===== src/rtl/sub_serial_ctrl_pkg.sv =====
// Shared definitions for the serial multi-byte subtract controller.
package sub_serial_ctrl_pkg;

  localparam int BYTE_W = 8;

  typedef enum logic [1:0] {
    ST_IDLE = 2'd0,
    ST_RUN  = 2'd1,
    ST_DONE = 2'd2
  } state_t;

endpackage


===== src/rtl/sub_serial_ctrl_if.sv =====
// Request/result bundle between the ALU decoder (master) and the
// serial subtract controller (slave).
interface sub_serial_ctrl_if
  import sub_serial_ctrl_pkg::*;
#(
  parameter int NBYTES = 4
);

  logic                     start;
  logic [BYTE_W*NBYTES-1:0] a;
  logic [BYTE_W*NBYTES-1:0] b;
  logic                     busy;
  logic                     done;
  logic [BYTE_W*NBYTES-1:0] diff;
  logic                     borrow;
  logic                     zero;

  modport master (
    output start, a, b,
    input  busy, done, diff, borrow, zero
  );

  modport slave (
    input  start, a, b,
    output busy, done, diff, borrow, zero
  );

endinterface


===== src/rtl/sub_serial_ctrl_byte_sub.sv =====
// 8-bit borrow-chained subtract slice built from full-subtractor cells.
// Bit 0 is a full cell too so the incoming borrow is honoured.

module full_sub (
  input  logic x,
  input  logic y,
  input  logic bi,
  output logic d,
  output logic bo
);

  assign d  = x ^ y ^ bi;
  assign bo = (~x & y) | (~(x ^ y) & bi);

endmodule

module byte_sub
  import sub_serial_ctrl_pkg::*;
(
  input  logic [BYTE_W-1:0] a,
  input  logic [BYTE_W-1:0] b,
  input  logic              bin,
  output logic [BYTE_W-1:0] d,
  output logic              bout
);

  logic [BYTE_W:0] chain;

  assign chain[0] = bin;

  for (genvar i = 0; i < BYTE_W; i++) begin : g_bit
    full_sub u_fs (
      .x  (a[i]),
      .y  (b[i]),
      .bi (chain[i]),
      .d  (d[i]),
      .bo (chain[i+1])
    );
  end

  assign bout = chain[BYTE_W];

endmodule


===== src/rtl/sub_serial_ctrl.sv =====
// Serial multi-byte subtractor controller: walks one shared byte_sub slice
// across the operands, LSB first, carrying the borrow in a flop.
module sub_serial_ctrl
  import sub_serial_ctrl_pkg::*;
#(
  parameter int NBYTES = 4
) (
  input  logic              clk,
  input  logic              rst_n,
  sub_serial_ctrl_if.slave  bus
);

  localparam int         W        = BYTE_W * NBYTES;
  localparam logic [2:0] LAST_IDX = 3'(NBYTES - 1);

  state_t              state;
  state_t              state_nxt;
  logic [2:0]          idx;
  logic                bin;
  logic [W-1:0]        op_a;
  logic [W-1:0]        op_b;
  logic [W-1:0]        diff_q;
  logic                borrow_q;
  logic                zero_q;
  logic                busy_q;
  logic                done_q;
  logic [BYTE_W-1:0]   a_byte;
  logic [BYTE_W-1:0]   b_byte;
  logic [BYTE_W-1:0]   d_byte;
  logic                bout;
  logic                accept;
  logic                last_byte;

  assign accept    = (state == ST_IDLE) && bus.start;
  assign last_byte = (idx == LAST_IDX);

  // Select the operand bytes for the current index.
  always_comb begin
    a_byte = '0;
    b_byte = '0;
    for (int i = 0; i < NBYTES; i++) begin
      if (idx == 3'(i)) begin
        a_byte = op_a[i*BYTE_W +: BYTE_W];
        b_byte = op_b[i*BYTE_W +: BYTE_W];
      end
    end
  end

  byte_sub u_byte_sub (
    .a    (a_byte),
    .b    (b_byte),
    .bin  (bin),
    .d    (d_byte),
    .bout (bout)
  );

  // State register.
  always_ff @(posedge clk or negedge rst_n) begin
    if (!rst_n) begin
      state <= ST_IDLE;
    end else begin
      state <= state_nxt;
    end
  end

  // Next-state decode; start is only looked at in IDLE.
  always_comb begin
    state_nxt = state;
    case (state)
      ST_IDLE: if (bus.start) state_nxt = ST_RUN;
      ST_RUN:  if (last_byte) state_nxt = ST_DONE;
      ST_DONE: state_nxt = ST_IDLE;
      default: state_nxt = ST_IDLE;
    endcase
  end

  // Datapath: operand latch, byte walk, borrow flop and result registers.
  always_ff @(posedge clk or negedge rst_n) begin
    if (!rst_n) begin
      idx      <= '0;
      bin      <= 1'b0;
      op_a     <= '0;
      op_b     <= '0;
      diff_q   <= '0;
      borrow_q <= 1'b0;
      zero_q   <= 1'b0;
    end else begin
      case (state)
        ST_IDLE: begin
          if (accept) begin
            op_a     <= bus.a;
            op_b     <= bus.b;
            idx      <= '0;
            bin      <= 1'b0;
            diff_q   <= '0;
            borrow_q <= 1'b0;
            zero_q   <= 1'b0;
          end
        end
        ST_RUN: begin
          for (int i = 0; i < NBYTES; i++) begin
            if (idx == 3'(i)) diff_q[i*BYTE_W +: BYTE_W] <= d_byte;
          end
          bin <= bout;
          if (!last_byte) idx <= idx + 3'd1;
        end
        ST_DONE: begin
          zero_q   <= (diff_q == '0);
          borrow_q <= bin;
        end
        default: ;
      endcase
    end
  end

  // busy and done trail the FSM by one edge so every output is a flop.
  always_ff @(posedge clk or negedge rst_n) begin
    if (!rst_n) begin
      busy_q <= 1'b0;
      done_q <= 1'b0;
    end else begin
      busy_q <= (state == ST_RUN);
      done_q <= (state == ST_DONE);
    end
  end

  assign bus.busy   = busy_q;
  assign bus.done   = done_q;
  assign bus.diff   = diff_q;
  assign bus.borrow = borrow_q;
  assign bus.zero   = zero_q;

endmodule


===== src/flat_wrapper.sv =====
// flat-port wrapper written by rule: the top's interface ports become plain ports
module sub_serial_ctrl_flat import sub_serial_ctrl_pkg::*;
#(
  parameter int NBYTES = 4
)
  (clk, rst_n, bus_start, bus_a, bus_b, bus_busy, bus_done, bus_diff, bus_borrow, bus_zero);
  sub_serial_ctrl_if #(.NBYTES(NBYTES)) bus_i ();
  input  logic clk;
  input  logic rst_n;
  input wire logic [$bits(bus_i.start)-1:0] bus_start;
  input wire logic [$bits(bus_i.a)-1:0] bus_a;
  input wire logic [$bits(bus_i.b)-1:0] bus_b;
  output wire logic [$bits(bus_i.busy)-1:0] bus_busy;
  output wire logic [$bits(bus_i.done)-1:0] bus_done;
  output wire logic [$bits(bus_i.diff)-1:0] bus_diff;
  output wire logic [$bits(bus_i.borrow)-1:0] bus_borrow;
  output wire logic [$bits(bus_i.zero)-1:0] bus_zero;
  assign bus_i.start = bus_start;
  assign bus_i.a = bus_a;
  assign bus_i.b = bus_b;
  assign bus_busy = bus_i.busy;
  assign bus_done = bus_i.done;
  assign bus_diff = bus_i.diff;
  assign bus_borrow = bus_i.borrow;
  assign bus_zero = bus_i.zero;
  sub_serial_ctrl #(.NBYTES(NBYTES)) u_core (.clk(clk), .rst_n(rst_n), .bus(bus_i));
endmodule

===== config.mk =====
export PLATFORM = sky130hd
export DESIGN_NAME = sub_serial_ctrl_flat
export DESIGN_NICKNAME = d
export VERILOG_FILES = /design/src/rtl/sub_serial_ctrl_pkg.sv /design/src/rtl/sub_serial_ctrl_if.sv /design/src/rtl/sub_serial_ctrl_byte_sub.sv /design/src/rtl/sub_serial_ctrl.sv /design/src/flat_wrapper.sv
export SDC_FILE = /design/constraint.sdc
export NUM_CORES = 1
export LEC_CHECK = 0
export BUFFER_PORTS_ARGS = -buffer_cell sky130_fd_sc_hd__buf_2
export CORE_MARGIN = 2
export CORE_UTILIZATION = 54
export DETAILED_ROUTE_END_ITERATION = 8
export PLACE_DENSITY = 0.79
export SETUP_SLACK_MARGIN = 0.02
export SLEW_MARGIN = 5
export SYNTH_ARGS = -nofsm -noshare
export SYNTH_HDL_FRONTEND = slang
export SYNTH_SLANG_ARGS = --single-unit
export TNS_END_PERCENT = 10

===== constraint.sdc =====
create_clock -name clk -period 6 [get_ports clk]
set_clock_uncertainty 0.05 [all_clocks]
set_input_delay 1.2 -clock clk [delete_from_list [all_inputs] [get_ports clk]]
set_output_delay 1.2 -clock clk [all_outputs]
set_load 0.01 [all_outputs]

==> impl_metrics.yaml <==
run_status:
  outcome: "complete, no violations"
yosys:
  synth_area_leaders: "dfrtp_1, mux2_2, nand2_1"
  seq_area_frac_synth: 0.549
  synth_xor_area_frac: 0
  syn_area_mm2: 0.00484
  synth-compound-area-share: 0.107
  synth.top_cell.area_share: 0.549
  syn_avg_cell_area_um2: 12.5
  ys.warnings.count: 0
  ys_ff_latch: 106
  synth.net_count: 466
  synthFlopType: "dfrtp_1"
  synth_top_family_by_area: "multiplexers"
  synthSimpleGateAreaFrac: 0.0802
  yosys.area_share.adder: 0.0461
  ys_types: 32
  synth_edf_count: 0
  yosys.area.top_type: "dfrtp_1"
  synth_mux_area_frac: 0.184
  ys_async_sr_fraction: 1.00
  syn_inst: 386
floorplan:
  ioPinCount: 103
  dieArea_mm2: 0.00973
  die_w_um: 98.6
  initial_core_util: 0.555
  rows: 34
  core_mm2: 0.00872
  die_h_um: 98.6
power:
  irDropWorstVdd_mv: 0.309
  p_int_mw: 2.15
  p_sw_frac: 0.414
  cellPowerDensity_mw_per_mm2: 655
  total_leakage_power_nw: 2.62
  p_seq_frac: 0.347
  p_switching_mw: 1.52
  combinationalPowerShare: 0.524
  clkPwrFrac: 0.129
clock_network:
  clockBufferDepth: 2
  ctsResizeCount: 0
  post_cts_buffers: 0
  clkTransAtPathRegs_ns: 0.10
  cts_sinks: 106
  cts-root-buf: "clkbuf_8"
  cts_buffers: 9
  holdBufCountCts: 0
  cts_tree: "yes"
  htreeDepth: 3
  insertion_delay_ns: 0.37
routing:
  dr.pass1.iters: 4
  drcViolationCount: 0
  drt_iter0_drc: 161
  wirelength_um: 10400
  via_per_inst: 5.66
  wl_per_cell_um: 17.5
  vias: 3368
  ant_nets: 0
timing:
  slew_headroom: 0.239
  hold_violations: 0
  period_share: 0.881
  setup_viol: 0
  drv_slew: 0
  min_period_ns: 5.28
  fmax_mhz: 189
  fin_setup_tns_ns: 0
  rsz0062_at_grt: "no"
  whs_ns: 0.453
  worst_slew_pin_slew_ns: 1.14
global_routing:
  antenna_found_initial: 0
  track_usage: 0.223
  grt_pass1_wl_um: 17100
  gr-total-overflow: 0
  grt_pass1_vias: 3319
  grt_max_degree: 72
cells_and_area:
  fillCellCount: 669
  finish.utilization: 0.643
  layout-drive-gt1-share: 0.427
  n_antenna_cell: 0
  final_nets: 563
  syn2layout_area_growth_pct: 16.0
place:
  portBuffers: 102
  dp.final_hpwl_um: 7650
  gp_congestion: 0.781
worst_hold_path:
  worstHoldPathType: "reg2reg"
setup_path:
  crit_path_end_kind: "flip-flop"
  required_ns: 6.22
  cp.arrival_ns: 5.50
  critPathMaxFanout: 19
  path_class: "reg2reg"
  cp-start-kind: "flip-flop"
flow_run:
  max-cap-violations: 0
## kinds of logic after synthesis
family,after synthesis
AOI/OAI and AO/OA,75
adders and majority gates,13
buffers and inverters,31
DFF,106
muxes,79
and+or+nand+nor,82
## final cells by class
type	instances	area, um2	share of cell area
flip-flops and latches	106	2650	0.473
multi-input cells	249	2020	0.360
repair buffers	108	558	0.0994
well taps	108	135	0.0241
clock buffers	9	124	0.0221
clock inverters	6	90.1	0.0161
inverters	9	33.8	0.00602
## routing by layer
metal | share of wire | global-route usage
met4 | 0.019 | 0.0822
met3 | 0.053 | 0.0397
met5 | 0 | 0
met2 | 0.46 | 0.335
met1 | 0.47 | 0.330
## synthesized netlist by cell type, types with 2 or more instances
| cell | number |
|---|---|
| o31ai_1 | 21 |
| mux2_2 | 79 |
| buf_2 | 9 |
| dfrtp_1 | 106 |
| fa_1 | 8 |
| clkbuf_1 | 5 |
| a21oi_1 | 5 |
| inv_1 | 8 |
| nor2_1 | 2 |
| ha_1 | 5 |
| buf_4 | 4 |
| nor4_1 | 8 |
| a22oi_1 | 8 |
| nor2b_1 | 2 |
| nand3_1 | 2 |
| buf_6 | 3 |
| nand2_1 | 60 |
| o21ai_0 | 22 |
| o2bb2ai_1 | 7 |
| a22o_1 | 10 |
## power by group through the flow
| stage | Clock [mW] | Sequential, mW | Combinational [mW] |
|---|---|---|---|
| 6_report | 0.473 | 1.28 | 1.93 |
| 5_1_grt | 0.509 | 1.31 | 2.11 |
| 4_1_cts | 0.480 | 1.27 | 1.94 |
| 3_5_place_dp | 0 | 1.28 | 1.93 |
| 3_3_place_gp | 0 | 1.27 | 1.84 |
| 2_1_floorplan | 0 | 1.24 | 1.37 |
## per-stage QoR
| step | setup WS (ns) | total power, mW | cell area [um2] | instances |
|---|---|---|---|---|
| CTS | 0.727 | 3.69 | 5610 | 595 |
| global placement | 0.981 | 3.11 | 5400 | 580 |
| finish | 0.717 | 3.67 | 5610 | 595 |
| detailed placement | 0.741 | 3.22 | 5400 | 580 |
| floorplan | 0.957 | 2.61 | 4840 | 386 |
| global route | 0.413 | 3.94 | 5610 | 595 |
## path summary, 6_finish.rpt
kind / slack (ns) / cells after the start / from / end
max: 0.72 / 15 / u_core.idx[1] / u_core.bus.diff[15]
min in group asynchronous: 0.77 / 1 / rst_n / u_core.bus.diff[27]
max reg2reg: 0.72 / 15 / u_core.idx[1] / u_core.bus.diff[15]
min: 0.45 / 2 / u_core.bus.zero / u_core.bus.zero
max in group asynchronous: 3.99 / 2 / rst_n / u_core.op_b[21]
min reg2reg: 0.45 / 2 / u_core.bus.zero / u_core.bus.zero
## critical path, stage by stage, from the launching register on
cell and delay, ns:
dfrtp_1 0.42, inv_1 0.11, ha_1 0.49, o21ai_0 0.17, mux2_2 0.28, a22oi_1 0.22
fa_1 0.23, inv_1 0.05, fa_1 0.40, fa_1 0.41, fa_1 0.40, fa_1 0.40
fa_1 0.40, fa_1 0.40, fa_1 0.50, o31ai_1 0.25
## sequential cells by signal, indices dropped and copies added, names as in the netlist
signal,flops
u_core.bus.busy,1
u_core.bin,1
u_core.op_a,32
u_core.state,2
u_core.bus.diff,32
u_core.bus.zero,1
u_core.idx,3
u_core.bus.borrow,1
u_core.op_b,32
u_core.bus.done,1
## layout by cell type, fill, tap and decap left out, types with 8 or more instances in the layout
cell type  netlist  routed
inv_1            8       8
fa_1             8       8
nand2_1         60      60
nor4_1           8       8
o31ai_1         21      21
clkbuf_8         0       9
buf_2            9     101
o21ai_0         22      22
mux2_2          79      79
a22oi_1          8       8
a22o_1          10      10
dfrtp_1        106     106
No activity file was read; power rests on OpenSTA's default activity.
